### config.mk
export PLATFORM = sky130hd
export DESIGN_NAME = seq_divider_8bit
export DESIGN_NICKNAME = d
export VERILOG_FILES = /design/src/rtl/arith_pkg.sv /design/src/rtl/seq_divider_8bit_div_step.sv /design/src/rtl/seq_divider_8bit.sv
export SDC_FILE = /design/constraint.sdc
export NUM_CORES = 1
export LEC_CHECK = 0
export CAP_MARGIN = 20
export CORE_UTILIZATION = 50
export DETAILED_ROUTE_END_ITERATION = 7
export PLACE_DENSITY = 0.75
export SYNTH_ARGS = -nofsm -noshare
export SYNTH_HDL_FRONTEND = slang
export SYNTH_SLANG_ARGS = --single-unit
export TNS_END_PERCENT = 10
### constraint.sdc
create_clock -name clk -period 3 [get_ports clk]
set_input_delay 0.3 -clock clk [delete_from_list [all_inputs] [get_ports clk]]
set_output_delay 0.3 -clock clk [all_outputs]
set_load 0.05 [all_outputs]
### src/rtl/arith_pkg.sv
// Shared definitions for the sequential arithmetic datapath.
package arith_pkg;

    typedef enum logic [1:0] {
        IDLE = 2'd0,
        RUN  = 2'd1,
        DONE = 2'd2
    } state_t;

    localparam int unsigned DIV_WIDTH = 8;
    localparam int unsigned COUNT_W   = $clog2(DIV_WIDTH + 1);

endpackage

### src/rtl/seq_divider_8bit_div_step.sv
// One restoring-division iteration: shift in the next dividend bit, then trial subtract.
module div_step
    import arith_pkg::*;
#(
    parameter int unsigned WIDTH = DIV_WIDTH
) (
    input  logic [WIDTH:0]   r,
    input  logic             q_msb,
    input  logic [WIDTH-1:0] d,
    output logic [WIDTH:0]   r_next,
    output logic             q_bit
);

    logic [WIDTH:0] r_shift;
    logic [WIDTH:0] trial;

    // WIDTH+1-bit subtract as add of two's complement; the top bit is the borrow.
    always_comb begin
        r_shift = {r[WIDTH-1:0], q_msb};
        trial   = r_shift + ~{1'b0, d} + {{WIDTH{1'b0}}, 1'b1};
        q_bit   = ~trial[WIDTH];
        r_next  = q_bit ? trial : r_shift;
    end

endmodule

### src/rtl/seq_divider_8bit.sv
// Sequential restoring divider: one trial subtraction per clock, start/busy/done handshake.
module seq_divider_8bit
    import arith_pkg::*;
#(
    parameter int unsigned WIDTH = DIV_WIDTH
) (
    input  logic             clk,
    input  logic             rst,
    input  logic             start,
    input  logic [WIDTH-1:0] dividend,
    input  logic [WIDTH-1:0] divisor,
    output logic             busy,
    output logic             done,
    output logic [WIDTH-1:0] quotient,
    output logic [WIDTH-1:0] remainder,
    output logic             div_by_zero
);

    localparam int unsigned CNT_W = $clog2(WIDTH + 1);

    state_t             state, state_nxt;
    logic [WIDTH:0]     r_reg;
    logic [WIDTH-1:0]   q_reg;
    logic [WIDTH-1:0]   d_reg;
    logic [CNT_W-1:0]   count;
    logic [WIDTH:0]     r_step;
    logic               q_bit;
    logic               accept;
    logic               last_step;

    div_step #(.WIDTH(WIDTH)) u_step (
        .r      (r_reg),
        .q_msb  (q_reg[WIDTH-1]),
        .d      (d_reg),
        .r_next (r_step),
        .q_bit  (q_bit)
    );

    always_comb begin
        state_nxt = state;
        accept    = 1'b0;
        last_step = 1'b0;
        case (state)
            IDLE: begin
                if (start) begin
                    accept    = 1'b1;
                    state_nxt = (divisor == '0) ? DONE : RUN;
                end
            end
            RUN: begin
                if (count == CNT_W'(1)) begin
                    last_step = 1'b1;
                    state_nxt = DONE;
                end
            end
            DONE: begin
                if (start) begin
                    accept    = 1'b1;
                    state_nxt = (divisor == '0) ? DONE : RUN;
                end else begin
                    state_nxt = IDLE;
                end
            end
            default: state_nxt = IDLE;
        endcase
    end

    assign busy = (state == RUN);
    assign done = (state == DONE);

    always_ff @(posedge clk) begin
        if (rst) begin
            state       <= IDLE;
            r_reg       <= '0;
            q_reg       <= '0;
            d_reg       <= '0;
            count       <= '0;
            quotient    <= '0;
            remainder   <= '0;
            div_by_zero <= 1'b0;
        end else begin
            state <= state_nxt;
            if (accept) begin
                q_reg       <= dividend;
                d_reg       <= divisor;
                r_reg       <= '0;
                count       <= CNT_W'(WIDTH);
                div_by_zero <= (divisor == '0);
                // Zero divisor skips iteration, so results are published at acceptance.
                if (divisor == '0) begin
                    quotient  <= '1;
                    remainder <= dividend;
                end
            end else if (state == RUN) begin
                r_reg <= r_step;
                q_reg <= {q_reg[WIDTH-2:0], q_bit};
                count <= count - 1'b1;
                if (last_step) begin
                    quotient  <= {q_reg[WIDTH-2:0], q_bit};
                    remainder <= r_step[WIDTH-1:0];
                end
            end
        end
    end

endmodule

==> flow_metrics.py <==
metrics = {
    "run_status": {
        "status": "finished, final reports clean",
    },
    "routing": {
        "wl_per_cell_um": 14.4,
        "drt-vias-per-instance": 5.65,
        "drt_pass1_iterations": 4,
        "drt-total-wl_mm": 5.81,
        "drt-initial-drc-count": 80,
        "num_vias": 2282,
        "ant_nets": 0,
        "drc": 0,
    },
    "power": {
        "p_int_mw": 1.05,
        "total_power_mw": 1.52,
        "p_seq_share_pct": 44.9,
        "p_comb_share_pct": 25.5,
        "p_clk_share_pct": 29.6,
        "leakage_nw": 1.12,
        "p_per_area_nw_per_um2": 505,
        "ir_drop_v": 0.000312,
        "p_sw_share_pct": 30.7,
        "p_switching_mw": 0.466,
    },
    "timing": {
        "tightest_slew_ps": 909,
        "max_freq_mhz": 381,
        "fin_setup_tns_ps": 0,
        "whs_ps": 457,
        "fin_skew_ps": 8.81,
        "drv_slew": 0,
        "fin_crit_sh_pct": 87.5,
        "hold_violations": 0,
        "relSlewSlack_pct": 39.1,
        "finalSetupViolations": 0,
        "finalCriticalPeriod_ps": 2630,
        "rsz0062_at_grt": "no",
    },
    "cells_and_area": {
        "post-route-util_pct": 62.5,
        "seq_area_um2": 941,
        "final_cell_mix": "47 x dfxtp_1, 38 x a21oi_1, 37 x clkdlybuf4s50_1",
        "antenna_cells": 0,
        "layout_commonest_cell": "dfxtp_1",
        "n_fill_cell": 455,
        "synthToLayoutAreaGrowth_pct": 18.1,
        "drive_above_1_share_pct": 6.23,
        "multiInputGateArea_um2": 1410,
        "nets": 367,
        "final_cell_count_no_fill": 404,
    },
    "global_routing": {
        "grt_overflow": 0,
        "grt_pass1_wl_mm": 9.68,
        "grt_usage_pct": 23.4,
        "first_global_vias": 2115,
        "grt_max_degree": 50,
        "antenna_found_initial": 0,
    },
    "setup_path": {
        "critPathKind": "register to register",
        "crit_path_top_delay_cell": "or4_1",
        "reg2reg_slack_ps": 370,
        "cpMostUsedCell": "inv_1",
        "cp_data_arrival_time_ps": 2860,
        "endpoint": "r_reg[0]",
        "critPathMaxStageDelay_ps": 600,
        "start_kind": "register",
        "critical_path.startpoint": "q_reg[7]",
        "reg2reg_to": "r_reg[0]",
        "worstPathRequired_ps": 3240,
        "path_cells": "inv_1 -> ha_1 -> inv_1 -> fa_1 -> a211oi_2 -> o211a_1 -> o211ai_1 -> or4_1 -> nand3_1",
        "r2r-start": "q_reg[7]",
        "cp_max_fo": 12,
        "ff2ff_path_depth": 9,
        "end_kind": "register",
    },
    "floorplan": {
        "die-area_um2": 5390,
        "initial_core_util_pct": 52.9,
        "core_area_um2": 4820,
        "row_count": 25,
        "io_pins": 38,
        "die_w_um": 73.4,
        "die_h_um": 73.4,
    },
    "placement": {
        "placedCellCount": 397,
        "hpwl_mm": 4.10,
        "place_congestion": 0.885,
        "port_buffers": 37,
    },
    "synthesis": {
        "synth_cells": 308,
        "async_flop_share_pct": 0,
        "synth_area_um2": 2550,
        "synth_cell_type_count": 50,
        "syn_nets": 338,
        "ys_ff_latch": 47,
        "yosysSeqAreaShare_pct": 36.9,
        "yosysWarnings": 0,
        "synth_edf_count": 0,
        "synth_flop_cell": "dfxtp_1",
        "syn-mean-instance-area_um2": 8.28,
    },
    "clock_network": {
        "cts_sinks": 47,
        "ctsResizeCount": 0,
        "numCtsBuffers": 5,
        "clk_latency_ps": 300,
        "cts_root_buffer": "clkbuf_8",
        "cts-htree-levels": 2,
        "tritoncts": "built",
        "cts_setup_buffers": 0,
        "cts_hold_buf": 0,
        "cts.path.max_buffers": 2,
        "clk_pin_slew_ps": 80,
    },
    "run": {
        "maxCapViolations": 0,
    },
    "hold_path": {
        "holdCritPathClass": "register to register",
    },
}
## worst max-delay path, delay by kind of cell, from the launching register on
family | cells | cell delay [ps]
buffers and inverters | 2 | 110
AOI/OAI and AO/OA | 3 | 880
and+or+nand+nor | 2 | 690
adders and majority gates | 2 | 540
DFF | 1 | 330
## worst min path at each step
stage / cells past startpoint / from / end / slack, ps
2_1_floorplan: 2 / divisor[1] / d_reg[1] / 440
3_3_place_gp: 2 / d_reg[2] / d_reg[2] / 440
3_5_place_dp: 2 / d_reg[5] / d_reg[5] / 450
4_1_cts: 2 / d_reg[5] / d_reg[5] / 460
5_1_grt: 2 / d_reg[5] / d_reg[5] / 480
6_report: 2 / d_reg[5] / d_reg[5] / 460
## cell type report
class                      count  area share [%]
clock buffer                   6            2.41
clock inverter                 1           0.997
inverter                      13            1.62
multi-input combinational    226            46.9
sequential                    47            31.2
tap                           67            2.78
timing repair buffer          44            14.0
## synth_stat cells (6+ instances only)
library cell,n,area share (%)
nand2b_1,6,1.5
clkbuf_1,10,1.5
a22oi_1,8,2.4
o21ai_0,7,1.4
nor2_1,22,3.2
nand3_1,10,2.0
a21oi_1,38,7.5
ha_1,10,4.9
nor3_1,15,2.9
dfxtp_1,47,37
nand2_1,34,5.0
o211ai_1,7,2.1
inv_1,13,1.9
## logic make-up (layout without fill, tap and decap cells)
group	Yosys count	count (layout)	synth area share, %
adder cells (fa/ha/maj)	11	11	5.69
multiplexers	5	5	1.96
AO/OA/AOI/OAI	80	80	20.3
AND/OR/NAND/NOR	122	122	24.7
flip-flops	47	47	36.9
XOR/XNOR	8	8	2.75
buffers and inverters	35	64	7.70
## power groups by stage
| stage | combinational, mW | sequential, mW | clock (mW) |
|---|---|---|---|
| after floorplan | 0.297 | 0.702 | 0 |
| after global placement | 0.379 | 0.694 | 0 |
| after detailed placement | 0.385 | 0.696 | 0 |
| after CTS | 0.386 | 0.681 | 0.456 |
| after global routing | 0.430 | 0.686 | 0.482 |
| final | 0.388 | 0.682 | 0.450 |
## layer usage
layer	GRT usage, %	share of wire [%]	vias to the layer above
met5	0	0	-
met4	7.48	1.2	0
met3	5.08	4.1	7
met2	38.3	47	60
met1	30.9	48	1046
li1	-	-	1169
## per-stage QoR
stage	cell area (um^2)	setup slack, ps
finish	3010	375
global route	3010	146
CTS	3010	388
detailed placement	2910	413
global placement	2910	481
floorplan	2550	805
Note: power is estimated with default switching activity, not from simulation.
